## src/rtl/div_ctrl_if.sv

```systemverilog
// div_ctrl_if: handshake bundle between the divide controller, its request source,
// the iterative divider and writeback. master = controller side, slave = environment side.
`default_nettype none

interface div_ctrl_if;
   logic        flush;
   logic        req_valid;
   logic        req_ready;
   logic [1:0]  req_op;
   logic [31:0] req_a;
   logic [31:0] req_b;
   logic [4:0]  req_rd;
   logic        div_in_valid;
   logic        div_in_ready;
   logic        div_sign;
   logic [31:0] div_a;
   logic [31:0] div_b;
   logic        div_flush;
   logic        div_out_valid;
   logic        div_out_ready;
   logic [31:0] div_quot;
   logic [31:0] div_rem;
   logic        wb_valid;
   logic        wb_ready;
   logic [31:0] wb_data;
   logic [4:0]  wb_rd;

   modport master (
      input  flush, req_valid, req_op, req_a, req_b, req_rd,
             div_in_ready, div_out_valid, div_quot, div_rem, wb_ready,
      output req_ready, div_in_valid, div_sign, div_a, div_b, div_flush,
             div_out_ready, wb_valid, wb_data, wb_rd
   );

   modport slave (
      output flush, req_valid, req_op, req_a, req_b, req_rd,
             div_in_ready, div_out_valid, div_quot, div_rem, wb_ready,
      input  req_ready, div_in_valid, div_sign, div_a, div_b, div_flush,
             div_out_ready, wb_valid, wb_data, wb_rd
   );
endinterface

`default_nettype wire

```

## src/rtl/div_ctrl.sv

```systemverilog
// div_ctrl: RV32M DIV/DIVU/REM/REMU execute-stage controller. Resolves divide-by-zero and
// signed overflow locally, otherwise issues to an external divider; Rev 1.0.
`default_nettype none

module div_ctrl (
   input  logic       clk,
   input  logic       rst,
   div_ctrl_if.master bus
);

   typedef enum logic [1:0] {
      S_IDLE  = 2'd0,
      S_ISSUE = 2'd1,
      S_WAIT  = 2'd2,
      S_DONE  = 2'd3
   } state_t;

   localparam logic [31:0] C_ALL_ONES = 32'hFFFF_FFFF;
   localparam logic [31:0] C_INT_MIN  = 32'h8000_0000;

   state_t      r_state;
   state_t      w_state_nxt;
   logic [1:0]  r_op;
   logic [31:0] r_a;
   logic [31:0] r_b;
   logic [4:0]  r_rd;
   logic [31:0] r_wb_data;
   logic        r_st_idle;
   logic        r_st_issue;
   logic        r_st_wait;
   logic        r_st_done;

   logic        w_accept;
   logic        w_req_signed;
   logic        w_div_zero;
   logic        w_overflow;
   logic        w_special;
   logic [31:0] w_special_data;
   logic        w_issue_hs;
   logic        w_result_hs;
   logic        w_wb_hs;

   assign bus.req_ready     = r_st_idle & ~bus.flush;
   assign bus.div_in_valid  = r_st_issue & ~bus.flush;
   assign bus.div_out_ready = r_st_wait;
   assign bus.wb_valid      = r_st_done;
   assign bus.div_flush     = bus.flush;
   assign bus.div_sign      = ~r_op[0];
   assign bus.div_a         = r_a;
   assign bus.div_b         = r_b;
   assign bus.wb_data       = r_wb_data;
   assign bus.wb_rd         = r_rd;

   assign w_accept     = bus.req_valid & bus.req_ready;
   assign w_req_signed = ~bus.req_op[0];
   assign w_div_zero   = (bus.req_b == 32'd0);
   assign w_overflow   = w_req_signed & (bus.req_a == C_INT_MIN) & (bus.req_b == C_ALL_ONES);
   assign w_special    = w_div_zero | w_overflow;

   // Divide-by-zero takes precedence: quot=all ones, rem=dividend; overflow gives INT_MIN / 0.
   always_comb begin
      w_special_data = 32'd0;
      if (bus.req_op[1]) begin
         w_special_data = w_div_zero ? bus.req_a : 32'd0;
      end else begin
         w_special_data = w_div_zero ? C_ALL_ONES : C_INT_MIN;
      end
   end

   assign w_issue_hs  = bus.div_in_valid & bus.div_in_ready;
   assign w_result_hs = bus.div_out_valid & bus.div_out_ready;
   assign w_wb_hs     = bus.wb_valid & bus.wb_ready;

   always_comb begin
      w_state_nxt = r_state;
      if (bus.flush) begin
         w_state_nxt = S_IDLE;
      end else begin
         case (r_state)
            S_IDLE: begin
               if (w_accept) begin
                  w_state_nxt = w_special ? S_DONE : S_ISSUE;
               end
            end
            S_ISSUE: begin
               if (w_issue_hs) begin
                  w_state_nxt = S_WAIT;
               end
            end
            S_WAIT: begin
               if (w_result_hs) begin
                  w_state_nxt = S_DONE;
               end
            end
            S_DONE: begin
               if (w_wb_hs) begin
                  w_state_nxt = S_IDLE;
               end
            end
            default: w_state_nxt = S_IDLE;
         endcase
      end
   end

   // State flags are registered alongside the state so handshake outputs come straight from flops.
   always_ff @(posedge clk or posedge rst) begin
      if (rst) begin
         r_state    <= S_IDLE;
         r_st_idle  <= 1'b1;
         r_st_issue <= 1'b0;
         r_st_wait  <= 1'b0;
         r_st_done  <= 1'b0;
         r_op       <= 2'd0;
         r_a        <= 32'd0;
         r_b        <= 32'd0;
         r_rd       <= 5'd0;
         r_wb_data  <= 32'd0;
      end else begin
         r_state    <= w_state_nxt;
         r_st_idle  <= (w_state_nxt == S_IDLE);
         r_st_issue <= (w_state_nxt == S_ISSUE);
         r_st_wait  <= (w_state_nxt == S_WAIT);
         r_st_done  <= (w_state_nxt == S_DONE);

         if (w_accept) begin
            r_op <= bus.req_op;
            r_a  <= bus.req_a;
            r_b  <= bus.req_b;
            r_rd <= bus.req_rd;
            if (w_special) begin
               r_wb_data <= w_special_data;
            end
         end else if (r_st_wait && w_result_hs && !bus.flush) begin
            r_wb_data <= r_op[1] ? bus.div_rem : bus.div_quot;
         end
      end
   end

endmodule

`default_nettype wire

```

## src/flat_wrapper.sv

```systemverilog
// flat-port wrapper written by rule: the top's interface ports become plain ports
module div_ctrl_flat 
  (clk, rst, bus_flush, bus_req_valid, bus_req_op, bus_req_a, bus_req_b, bus_req_rd, bus_div_in_ready, bus_div_out_valid, bus_div_quot, bus_div_rem, bus_wb_ready, bus_req_ready, bus_div_in_valid, bus_div_sign, bus_div_a, bus_div_b, bus_div_flush, bus_div_out_ready, bus_wb_valid, bus_wb_data, bus_wb_rd);
  div_ctrl_if bus_i ();
  input  logic clk;
  input  logic rst;
  input wire logic [$bits(bus_i.flush)-1:0] bus_flush;
  input wire logic [$bits(bus_i.req_valid)-1:0] bus_req_valid;
  input wire logic [$bits(bus_i.req_op)-1:0] bus_req_op;
  input wire logic [$bits(bus_i.req_a)-1:0] bus_req_a;
  input wire logic [$bits(bus_i.req_b)-1:0] bus_req_b;
  input wire logic [$bits(bus_i.req_rd)-1:0] bus_req_rd;
  input wire logic [$bits(bus_i.div_in_ready)-1:0] bus_div_in_ready;
  input wire logic [$bits(bus_i.div_out_valid)-1:0] bus_div_out_valid;
  input wire logic [$bits(bus_i.div_quot)-1:0] bus_div_quot;
  input wire logic [$bits(bus_i.div_rem)-1:0] bus_div_rem;
  input wire logic [$bits(bus_i.wb_ready)-1:0] bus_wb_ready;
  output wire logic [$bits(bus_i.req_ready)-1:0] bus_req_ready;
  output wire logic [$bits(bus_i.div_in_valid)-1:0] bus_div_in_valid;
  output wire logic [$bits(bus_i.div_sign)-1:0] bus_div_sign;
  output wire logic [$bits(bus_i.div_a)-1:0] bus_div_a;
  output wire logic [$bits(bus_i.div_b)-1:0] bus_div_b;
  output wire logic [$bits(bus_i.div_flush)-1:0] bus_div_flush;
  output wire logic [$bits(bus_i.div_out_ready)-1:0] bus_div_out_ready;
  output wire logic [$bits(bus_i.wb_valid)-1:0] bus_wb_valid;
  output wire logic [$bits(bus_i.wb_data)-1:0] bus_wb_data;
  output wire logic [$bits(bus_i.wb_rd)-1:0] bus_wb_rd;
  assign bus_i.flush = bus_flush;
  assign bus_i.req_valid = bus_req_valid;
  assign bus_i.req_op = bus_req_op;
  assign bus_i.req_a = bus_req_a;
  assign bus_i.req_b = bus_req_b;
  assign bus_i.req_rd = bus_req_rd;
  assign bus_i.div_in_ready = bus_div_in_ready;
  assign bus_i.div_out_valid = bus_div_out_valid;
  assign bus_i.div_quot = bus_div_quot;
  assign bus_i.div_rem = bus_div_rem;
  assign bus_i.wb_ready = bus_wb_ready;
  assign bus_req_ready = bus_i.req_ready;
  assign bus_div_in_valid = bus_i.div_in_valid;
  assign bus_div_sign = bus_i.div_sign;
  assign bus_div_a = bus_i.div_a;
  assign bus_div_b = bus_i.div_b;
  assign bus_div_flush = bus_i.div_flush;
  assign bus_div_out_ready = bus_i.div_out_ready;
  assign bus_wb_valid = bus_i.wb_valid;
  assign bus_wb_data = bus_i.wb_data;
  assign bus_wb_rd = bus_i.wb_rd;
  div_ctrl u_core (.clk(clk), .rst(rst), .bus(bus_i));
endmodule
```

## config.mk

```make
export PLATFORM = sky130hd
export DESIGN_NAME = div_ctrl_flat
export DESIGN_NICKNAME = d
export VERILOG_FILES = /design/src/rtl/div_ctrl_if.sv /design/src/rtl/div_ctrl.sv /design/src/flat_wrapper.sv
export SDC_FILE = /design/constraint.sdc
export NUM_CORES = 1
export LEC_CHECK = 0
export CAP_MARGIN = 20
export CORE_MARGIN = 4
export CORE_UTILIZATION = 40
export CTS_BUF_LIST = sky130_fd_sc_hd__clkbuf_8
export CTS_CLUSTER_SIZE = 40
export DETAILED_ROUTE_END_ITERATION = 6
export GPL_ROUTABILITY_DRIVEN = 0
export GPL_TIMING_DRIVEN = 0
export HOLD_SLACK_MARGIN = 0.15
export PLACE_DENSITY = 0.78
export RECOVER_POWER = 50
export SYNTH_ARGS = -nofsm -noshare
export SYNTH_HDL_FRONTEND = slang
export SYNTH_SLANG_ARGS = --single-unit
```

## constraint.sdc

```tcl
create_clock -name clk -period 4.8 [get_ports clk]
set_clock_uncertainty 0.2 [all_clocks]
set_input_delay 0.96 -clock clk [delete_from_list [all_inputs] [get_ports clk]]
set_output_delay 0.96 -clock clk [all_outputs]
set_load 0.1 [all_outputs]
```

Yosys cells after proc, flatten, opt, wreduce, memory -nomap -nowiden
Index checks and enable logic that the tools add are counted.
{"block": "classes", "eq_ne": 9, "mux": 14, "n_bitwise": 12, "reduce_logical": 8}
{"cell": "$mux W32", "n": 6}
{"cell": "$eq A32 B32 Y1 const B", "n": 2}
{"cell": "$logic_not A32 Y1", "n": 1}
{"cell": "$mux W31", "n": 1}
{"cell": "$mux W2", "n": 6}
{"cell": "$and A1 B1 Y1", "n": 8}
{"cell": "$eq A2 B2 Y1 const B", "n": 4}
{"cell": "$pmux W2 S4", "n": 1}
{"cell": "$eq A2 B1 Y1 const B", "n": 2}
{"cell": "$logic_not A2 Y1", "n": 2}
{"cell": "$not A1 Y1", "n": 3}
{"cell": "$logic_and A1 B1 Y1", "n": 2}
{"cell": "$ne A2 B2 Y1 const B", "n": 1}
{"cell": "$reduce_and A2 Y1", "n": 1}
{"cell": "$reduce_bool A2 Y1", "n": 1}
{"cell": "$logic_not A1 Y1", "n": 1}
{"cell": "$or A1 B1 Y1", "n": 1}
{"block": "totals", "regBits": 109, "inputBits": 142, "out_inout_bits": 107, "wordCells": 53}

Longest topological paths before layout
Gate-level depths: netlist of the first run.
{"block": "logic_depth", "depth_word": 9, "mapped_depth": 8}

Worst setup path before layout of the first run
OpenSTA, ideal clock, no wires.
{"block": "synth_path", "kind": "input to register", "start": "in bus_flush", "end": "reg u_core.r_wb_data[0], in the netlist u_core.bus.wb_data[0]", "setup_ns": 0.125, "arrival_ns": 3.585, "slack_ns": 0.889, "cell_stages": 7, "n_path_buf": 1, "cell_sequence": "nor2b_1 nand2_1 nor4_1 a32o_2 nor2_4 buf_12 mux2_4"}
{"block": "synth_between", "elab_chain_len": 5}
{"item": "start, declared", "line_no": "flat_wrapper.sv:7", "text": "input wire logic [$bits(bus_i.flush)-1:0] bus_flush;"}
{"item": "$not A1 Y1", "line_no": "div_ctrl.sv:43", "text": "assign bus.req_ready = r_st_idle & ~bus.flush;"}
{"item": "$and A1 B1 Y1", "line_no": "div_ctrl.sv:43"}
{"item": "$and A1 B1 Y1", "line_no": "div_ctrl.sv:54", "text": "assign w_accept = bus.req_valid & bus.req_ready;"}
{"item": "$ne A2 B2 Y1 (no source line) or $reduce_bool A2 Y1 (tied branches)"}
{"item": "$reduce_and A2 Y1 (no source line)"}
{"item": "end signal, assigned", "line_no": "div_ctrl.sv:131", "text": "r_wb_data <= w_special_data;"}
{"item": "end signal, assigned", "line_no": "div_ctrl.sv:134", "text": "r_wb_data <= r_op[1] ? bus.div_rem : bus.div_quot;"}
{"item": "end, declared", "line_no": "div_ctrl.sv:27", "text": "logic [31:0] r_wb_data;"}
Parallel ways exist; a longest one is shown, timed or not.
A chain may end at the register's enable or synchronous reset.

Worst setup path in the final report of the first run
{"block": "layout_path", "start": "in bus_flush", "end": "out bus_req_ready"}
{"block": "layout_between", "elab_chain_len": 2}
{"item": "$not A1 Y1", "line_no": "div_ctrl.sv:43"}
{"item": "$and A1 B1 Y1", "line_no": "div_ctrl.sv:43"}
{"item": "end, declared", "line_no": "flat_wrapper.sv:18", "text": "output wire logic [$bits(bus_i.req_ready)-1:0] bus_req_ready;"}
Every way passes these cells.

==> results of run 1 <==
-- state kept, by name, indices dropped and copies added, names as in the netlist --
register / count
u_core.bus.div_b: 32
u_core.r_st_issue: 1
u_core.r_st_idle: 1
u_core.bus.div_out_ready: 1
u_core.r_op: 2
u_core.bus.wb_rd: 5
u_core.bus.wb_valid: 1
u_core.bus.div_a: 32
u_core.r_state: 2
u_core.bus.wb_data: 32
-- how the worst max path moves through the flow --
stage / from / slack, ns / end
floorplan: rst / 0.77 / u_core.bus.div_a[0]
global placement: rst / -0.77 / u_core.bus.wb_rd[1]
detailed placement: bus_flush / 0.77 / bus_req_ready
CTS: bus_flush / 0.76 / bus_req_ready
global route: bus_flush / 0.62 / bus_req_ready
finish: bus_flush / 0.66 / bus_req_ready
-- per-layer routing --
metal / part of all wire [%] / up-vias / track usage, %
li1: - / 2444 / -
met1: 42 / 2479 / 29.5
met2: 50 / 185 / 40.9
met3: 5.8 / 22 / 6.73
met4: 2.0 / 0 / 7.03
met5: 0 / - / 0
-- cell usage after synthesis (3+ instances only) --
cell type	number
nand3_1	31
buf_12	3
a21oi_1	4
nor2_1	6
mux2_4	30
dfrtp_1	108
nand2_1	214
nor4_1	13
inv_1	5
nand2b_1	31
o21ai_0	35
mux2i_1	32
and2_1	3
clkbuf_1	30
nand4_1	8
-- through the flow --
step | setup TNS (ns) | setup WS [ns] | hold slack (ns) | instances
6_report | 0 | 0.659 | 0.276 | 1019
5_1_grt | 0 | 0.621 | 0.307 | 1019
4_1_cts | 0 | 0.763 | 0.287 | 1019
3_5_place_dp | 0 | 0.769 | 0.261 | 1003
3_3_place_gp | -81.88 | -0.768 | 0.259 | 1002
2_1_floorplan | 0 | 0.768 | 0.371 | 578
-- cell families (layout without fill, tap and decap cells) --
logic type / count (synthesis) / in the layout / synth area share (%)
AND/OR/NAND/NOR: 320 / 320 / 27.0
AO/OA/AOI/OAI: 43 / 43 / 4.22
buffers and inverters: 42 / 307 / 3.92
flip-flops: 109 / 109 / 50.3
multiplexers: 64 / 64 / 14.6
-- layout make-up --
cell class / instances / area (um2)
fill: 1124 / 4880
sequential: 109 / 2730
timing repair buffer: 249 / 2510
multi-input combinational: 427 / 2480
tap: 176 / 220
buffer: 37 / 193
clock buffer: 10 / 138
clock inverter: 6 / 63.8
inverter: 5 / 20.0
-- worst max-delay path: cells and delay by family --
kind | cells | cell delay, ns
buffers and inverters | 2 | 1.82
and+or+nand+nor | 1 | 0.20
==> metrics.cfg, run 1 <==
[run_status]
status=complete, but fails checks
violations=capacitance limit, slew limit

[die]
core_um2=13200
die_area_um2=15500
io_pins=249
die_height_um=124
initial_core_util_pct=41.0
rows=42
die_w_um=124

[cells_and_area]
drive_gt1_share_pct=7.12
utilization_pct=63.1
diodes=0
final_cell_mix=nand2_1 (214), clkdlybuf4s50_1 (201), dfrtp_1 (108)
final_area_um2=8360
final_common_cell=nand2_1
area_growth_pct=54.0
final_nets=980

[critical_path]
cp_cell_sequence=dlygate4sd3_1 > nor2b_1 > clkdlybuf4s50_1
start_kind=input port
worstReg2RegStart=u_core.r_st_idle
worstSetupPathType=input port to primary output
rr_worst_depth=7
required_ns=3.64
r2r_end=u_core.r_op[0]
cp.arrival_ns=2.98
endpoint_kind=primary output
r2r_setup_slack_ns=2.10
critPathMaxFanout=6
max_stage_delay_ns=1.18
slowest_stage=clkdlybuf4s50_1

[clock_tree]
cts-buffers-inserted=9
clk_path_buf_depth=2
cts_tree=built
ctsHoldBuffers=0
root_buffer=clkbuf_8
insertion_delay_ns=0.39
postCtsSetupRepairBufs=0
cts-htree-levels=3
clk_pin_slew_ns=0.10
cts.sinks=109
cts_resized=0

[synthesis]
syn_avg_cell_area_um2=9.39
ys_seq_elements=109
netlist.area_leader.share_pct=49.8
yosysSeqAreaShare_pct=50.3
yosysTopAreaCell=dfrtp_1
post_synth_inst_count=578
synth-async-reset-ratio_pct=100
yosysUniqueCellTypes=34
synth_area_um2=5430
synthTopCellsByArea=dfrtp_1 (50%), nand2_1 (15%), mux2_4 (8.3%), mux2i_1 (5.9%), nand2b_1 (3.6%)
synthFlopType=dfrtp_1
syn_nets=720
yosysWarnings=0
synth_edf_count=0

[place]
io_buffers=248
dp_hpwl_mm=14.6
place_area_um2=8160

[flow_run]
maxCapViolations=1

[global_route]
grt-ovfl-total=0
grt_pass1_wl_mm=29.7
antenna_found_initial=0
grt_pass1_vias=5505
grtUsageTotal_pct=23.9
grt_max_degree=64

[sta]
final_max_slew_viol_count=47
min_period_ns=4.14
setup_viol=0
rsz0062_at_grt=no
period_share_pct=86.3
finalHoldViolations=0
worst_pin_slew_ns=2.16
slew_headroom_pct=-45.0
max_freq_mhz=242

[route]
final_antenna_net_count=0
drt_iter0_markers=282
drt_pass1_iterations=5
vias=5130
routed_wl_mm=18.4
routedWlPerCell_um=18.1
via_per_inst=5.03
drc_errors=0

[min_path]
whs_path_depth=2
hp-class=register to register
worstHoldStart=u_core.bus.div_b[14]
holdPathEnd=u_core.bus.div_b[14]

Power of run 1 is not shown: default switching activity piles up to over one toggle a cycle in this logic, so the estimate is an artifact.
==> run 2: changes to the inputs <==
--- a/config.mk
+++ b/config.mk
@@ -7,14 +7,14 @@
 export LEC_CHECK = 0
 export CAP_MARGIN = 20
 export CORE_MARGIN = 4
-export CORE_UTILIZATION = 40
+export CORE_UTILIZATION = 46
 export CTS_BUF_LIST = sky130_fd_sc_hd__clkbuf_8
 export CTS_CLUSTER_SIZE = 40
 export DETAILED_ROUTE_END_ITERATION = 6
 export GPL_ROUTABILITY_DRIVEN = 0
 export GPL_TIMING_DRIVEN = 0
 export HOLD_SLACK_MARGIN = 0.15
-export PLACE_DENSITY = 0.78
+export PLACE_DENSITY = 0.88
 export RECOVER_POWER = 50
 export SYNTH_ARGS = -nofsm -noshare
 export SYNTH_HDL_FRONTEND = slang
==> constraint.sdc (replaced) <==
create_clock -name clk -period 4.9 [get_ports clk]
set_clock_uncertainty 0.2 [all_clocks]
set_input_delay 0.98 -clock clk [delete_from_list [all_inputs] [get_ports clk]]
set_output_delay 0.98 -clock clk [all_outputs]
set_load 0.1 [all_outputs]
==> run 2 against run 1 <==
  * Flip-flop and latch count did not move
  * Final area fell by 0.42%
  * Register-to-register slack improved by 0.07 ns
  * Count of clock-buffer cells in the layout fell by 1
  * Die area fell by 12%
  * Critical path type unchanged
  * Cell count fell by 3.2%
  * Hold slack improved by 0.0022 ns
  * Wire length rose by 0.36%
  * First-iteration DRC count rose by 33%
  * Global-route usage rose by 2.8 points
  * The run still ends with capacitance limit, slew limit left
==> metrics.cfg, run 2 (same netlist as run 1, synthesis figures left out) <==
[critical_path]
max_stage_delay_ns=1.19  ; about the same
endpoint_kind=primary output
path_delay_family=buffers and inverters
cp_cell_sequence=dlygate4sd3_1 > nor2b_1 > clkdlybuf4s50_1
cp_num_buf_inv=2  ; unchanged
worstSetupPathType=input port to primary output
critPathMaxFanout=6  ; unchanged
required_ns=3.72  ; +0.08 ns
slowest_stage=clkdlybuf4s50_1
cp.arrival_ns=3.03  ; +0.05 ns
start_kind=input port

[cells_and_area]
area_growth_pct=53.3
seq_area_um2=2730  ; unchanged
final_nets=980  ; unchanged
drive_gt1_share_pct=6.88  ; -0.24 points
final_cell_mix=nand2_1 (214), clkdlybuf4s50_1 (199), dfrtp_1 (108)
fillCellCount=856  ; -24%
final_common_cell=nand2_1
diodes=0  ; unchanged
multi_input_area_um2=2480  ; unchanged

[sta]
min_period_ns=4.21
max_freq_mhz=237
slew_headroom_pct=-76.7  ; -32 points
period_share_pct=86.0
worst_pin_slew_ns=2.64  ; +0.473 ns
finalHoldViolations=0  ; unchanged
final_max_slew_viol_count=58  ; +23%
setup_viol=0  ; unchanged
hold_ws_ns=0.279  ; +0.00218 ns
rsz0062_at_grt=no

[die]
die_w_um=117  ; -6.3%
initial_core_util_pct=47.3  ; +6.3 points
die_area_um2=13600  ; -12%
core_um2=11500  ; -13%
rows=39  ; -7.1%
die_height_um=117  ; -6.3%
io_pins=249  ; unchanged

[global_route]
grt_max_degree=59  ; -7.8%
grt_pass1_vias=5224  ; -5.1%
grtUsageTotal_pct=26.7  ; +2.8 points
grt_pass1_wl_mm=28.0  ; -5.8%
grt-ovfl-total=0  ; unchanged
antenna_found_initial=0  ; unchanged

[route]
routed_wl_mm=18.5  ; +0.36%
routedWlPerCell_um=18.7  ; +3.7%
via_per_inst=5.25  ; +4.3%
drt_pass1_iterations=5  ; unchanged
drt_iter0_markers=375  ; +33%
vias=5177  ; +0.92%
final_antenna_net_count=0  ; unchanged
drc_errors=0  ; unchanged

[place]
dp_hpwl_mm=14.6  ; +0.11%
io_buffers=248  ; unchanged

[clock_tree]
cts.sinks=109  ; unchanged
insertion_delay_ns=0.36  ; -0.03 ns
clk_pin_slew_ns=0.10  ; about the same
cts_tree=built
cts-buffers-inserted=9  ; unchanged
clk_path_buf_depth=2  ; unchanged
cts-htree-levels=3  ; unchanged
cts_resized=0  ; unchanged
root_buffer=clkbuf_8
postCtsSetupRepairBufs=0  ; unchanged
ctsHoldBuffers=0  ; unchanged

[run_status]
violations=capacitance limit, slew limit
status=complete, but fails checks

[min_path]
hp-class=register to register

[flow_run]
maxCapViolations=1  ; unchanged

==> run 2: cell count changes in the layout (fill, tap and decap cells not counted) <==
cell             before  now
clkinv_4              2    0
clkbuf_8             10    9
dlygate4sd3_1        47   49
and2_0                3    1
and2_1                0    2
bufinv_16             1    2
inv_1                 5    7
clkdlybuf4s50_1     201  199
==> run 2: cell type report <==
cell class              instances  share of cell area, %
multi-input cells             427                   29.9
clock inverters                 7                   1.01
clock buffers                   9                   1.49
flip-flops and latches        109                   32.8
inverters                       5                  0.241
plain buffers                  37                   2.32
well taps                     143                   2.15
repair buffers                249                   30.2
==> run 2: path summary, 6_finish.rpt <==
kind	startpoint	end	slack [ns]	cells past startpoint
worst max-delay path	bus_flush	bus_req_ready	0.69	3
worst min-delay path	u_core.bus.div_b[17]	u_core.bus.div_b[17]	0.28	2
worst max register to register	u_core.r_st_idle	u_core.bus.div_a[17]	2.17	7
worst min register to register	u_core.bus.div_b[17]	u_core.bus.div_b[17]	0.28	2
max in group asynchronous	rst	u_core.bus.wb_data[29]	1.72	2
min in group asynchronous	rst	u_core.bus.div_b[2]	1.59	2
==> run 2: tightest hold or removal path, stage by stage (launching register included) <==
cell     delay, ns
dfrtp_1       0.35
nand2_1       0.05
nand2_1       0.05
==> run 2: metrics by stage <==
stage	std cells	setup TNS [ns]	setup slack (ns)	util (%)	area [um2]
floorplan	578	0	0.848	-	5430
global placement	969	-66.83	-0.628	70.5	8090
detailed placement	970	0	0.814	70.8	8120
CTS	986	0	0.796	72.6	8330
global route	986	0	0.642	72.6	8320
finish	986	0	0.686	72.6	8320
==> run 2: per-layer routing <==
metal / up-vias / global-route usage [%] / wire length (um)
met2: 192 / 45.9 / 9330
met4: 0 / 9.86 / 539
li1: 2452 / - / -
met3: 41 / 4.66 / 1230
met1: 2492 / 33.8 / 7390
met5: - / 0 / 0
Power of run 2 is left out for the same reason.
==> run 3: changes to the inputs <==
--- a/config.mk
+++ b/config.mk
@@ -7,15 +7,17 @@
 export LEC_CHECK = 0
 export CAP_MARGIN = 20
 export CORE_MARGIN = 4
-export CORE_UTILIZATION = 46
+export CORE_UTILIZATION = 63
 export CTS_BUF_LIST = sky130_fd_sc_hd__clkbuf_8
 export CTS_CLUSTER_SIZE = 40
 export DETAILED_ROUTE_END_ITERATION = 6
+export DONT_BUFFER_PORTS = 1
 export GPL_ROUTABILITY_DRIVEN = 0
 export GPL_TIMING_DRIVEN = 0
 export HOLD_SLACK_MARGIN = 0.15
-export PLACE_DENSITY = 0.88
+export PLACE_DENSITY = 0.79
 export RECOVER_POWER = 50
+export SKIP_LAST_GASP = 1
 export SYNTH_ARGS = -nofsm -noshare
 export SYNTH_HDL_FRONTEND = slang
 export SYNTH_SLANG_ARGS = --single-unit
==> run 3 against run 2 <==
  * The run still ends with capacitance limit, slew limit left
  * Hold slack better by 0.20 ns
  * Flip-flop and latch count unchanged
  * First-iteration DRC count down 47%
  * Global-route usage up 3.5 points
  * Die area down 25%
  * Count of clock-buffer cells in the layout unchanged
  * Setup slack better by 1.1 ns
  * Cell count down 29%
  * Wire length down 17%
  * Critical path depth up 5
  * Maximum frequency up 35%
  * Register-to-register slack worse by 0.32 ns
==> metrics.cfg, run 3 (same netlist as run 1, synthesis figures left out) <==
[critical_path]
crit_path_start=bus_flush
cp_num_buf_inv=5  ; +3
critPathMaxFanout=10  ; +4
cp.arrival_ns=3.15  ; +0.12 ns
cp_cell_sequence=nor2b_1 > buf_16 > buf_1 > and2_1 > clkbuf_1 > clkbuf_1 > clkbuf_1 > o21ai_0
cpMostUsedCell=clkbuf_1
worstReg2RegStart=u_core.r_st_idle
max_stage_delay_ns=0.51  ; -0.68 ns
start_kind=input port
worstSetupPathType=input port to register
path_delay_family=buffers and inverters
required_ns=4.94  ; +1.22 ns
slowest_stage=clkbuf_1
r2r_setup_slack_ns=1.85  ; -0.32 ns
endpoint_kind=register

[route]
drc_errors=0  ; unchanged
vias=4243  ; -18%
via_per_inst=6.03  ; +15%
routedWlPerCell_um=21.9  ; +17%
routed_wl_mm=15.4  ; -17%
drt_iter0_markers=197  ; -47%
drt_pass1_iterations=5  ; unchanged
final_antenna_net_count=0  ; unchanged

[clock_tree]
ctsHoldBuffers=0  ; unchanged
root_buffer=clkbuf_8
postCtsSetupRepairBufs=0  ; unchanged
clk_path_buf_depth=2  ; unchanged
cts.sinks=109  ; unchanged
cts_resized=0  ; unchanged
cts_tree=built
clk_pin_slew_ns=0.12  ; +0.02 ns
cts-htree-levels=3  ; unchanged
insertion_delay_ns=0.37  ; about the same
cts-buffers-inserted=9  ; unchanged

[global_route]
grt_pass1_wl_mm=23.6  ; -16%
grt-ovfl-total=0  ; unchanged
grtUsageTotal_pct=30.2  ; +3.5 points
grt_pass1_vias=4361  ; -17%
grt_max_degree=62  ; +5.1%
antenna_found_initial=0  ; unchanged

[cells_and_area]
stdcell_count=704  ; -29%
area_growth_pct=7.35
final_nets=736  ; -25%
final_cell_mix=nand2_1 (214), dfrtp_1 (108), o21ai_0 (35)
drive_gt1_share_pct=10.5  ; +3.6 points
diodes=0  ; unchanged
fillCellCount=642  ; -25%
final_common_cell=nand2_1

[die]
initial_core_util_pct=65.4  ; +18 points
die_w_um=101  ; -14%
rows=33  ; -15%
die_area_um2=10200  ; -25%
core_um2=8300  ; -28%
io_pins=249  ; unchanged
die_height_um=101  ; -14%

[sta]
period_share_pct=63.6  ; -22 points
final_max_slew_viol_count=61  ; +5.2%
slew_headroom_pct=-81.5  ; -4.8 points
worst_pin_slew_ns=2.71  ; +0.0712 ns
rsz0062_at_grt=no
min_period_ns=3.12  ; -1.10 ns
setup_viol=0  ; unchanged
max_freq_mhz=321  ; +35%
finalHoldViolations=0  ; unchanged

[min_path]
hp-class=register to register
worstHoldStart=u_core.r_state[1]

[run_status]
violations=capacitance limit, slew limit
status=complete, but fails checks

[place]
dp_hpwl_mm=11.9  ; -19%
placed_cells=688  ; -29%
io_buffers=0  ; -100%

[flow_run]
maxCapViolations=1  ; unchanged

## run 3: changes by cell type in the layout (fill, tap and decap cells not counted), moves of 2 or more
cell / delta
bufinv_16: -2
dlygate4sd3_1: -49
clkdlybuf4s50_1: -199
buf_1: +2
inv_1: -3
inv_6: +3
clkbuf_1: +2
buf_16: +2
## run 3: through the flow
step	instance area, um2	hold WS, ns	setup WS (ns)	utilization (%)	TNS, ns
global route	5830	0.496	1.64	70.2	0
floorplan	5430	0.371	0.848	-	0
CTS	5840	0.425	2.09	70.3	0
finish	5830	0.474	1.78	70.2	0
global placement	5560	0.420	-0.184	67.0	-19.17
detailed placement	5660	0.438	1.69	68.2	0
## run 3: worst register-to-register path: cells and delay by family, from the launching register on
kind	cells	cell delay, ns
compound gates	1	0.13
buf+inv	5	1.63
flops	1	0.52
simple gates	2	0.44
## run 3: final timing paths
path | to | depth (start not counted)
min in group asynchronous | u_core.bus.div_b[11] | 1
max | u_core.r_op[0] | 8
max in group asynchronous | u_core.bus.wb_data[10] | 1
min reg2reg | u_core.r_state[1] | 2
max reg2reg | u_core.r_op[0] | 8
min | u_core.r_state[1] | 2
## run 3: layout make-up
class,instances,area [um2],area share [%]
buffer,37,188,3.22
clock buffer,9,124,2.13
clock inverter,7,56.3,0.966
inverter,5,20.0,0.344
multi-input combinational,427,2490,42.7
sequential,109,2730,46.8
tap,105,131,2.25
timing repair buffer,5,90.1,1.55
## run 3: per-layer routing
layer,GRT usage (%),part of all wire (%)
met5,0,0
met4,11.1,2.8
met1,36.6,38
met2,50.1,49
met3,10.3,10
Power of run 3 is left out for the same reason.
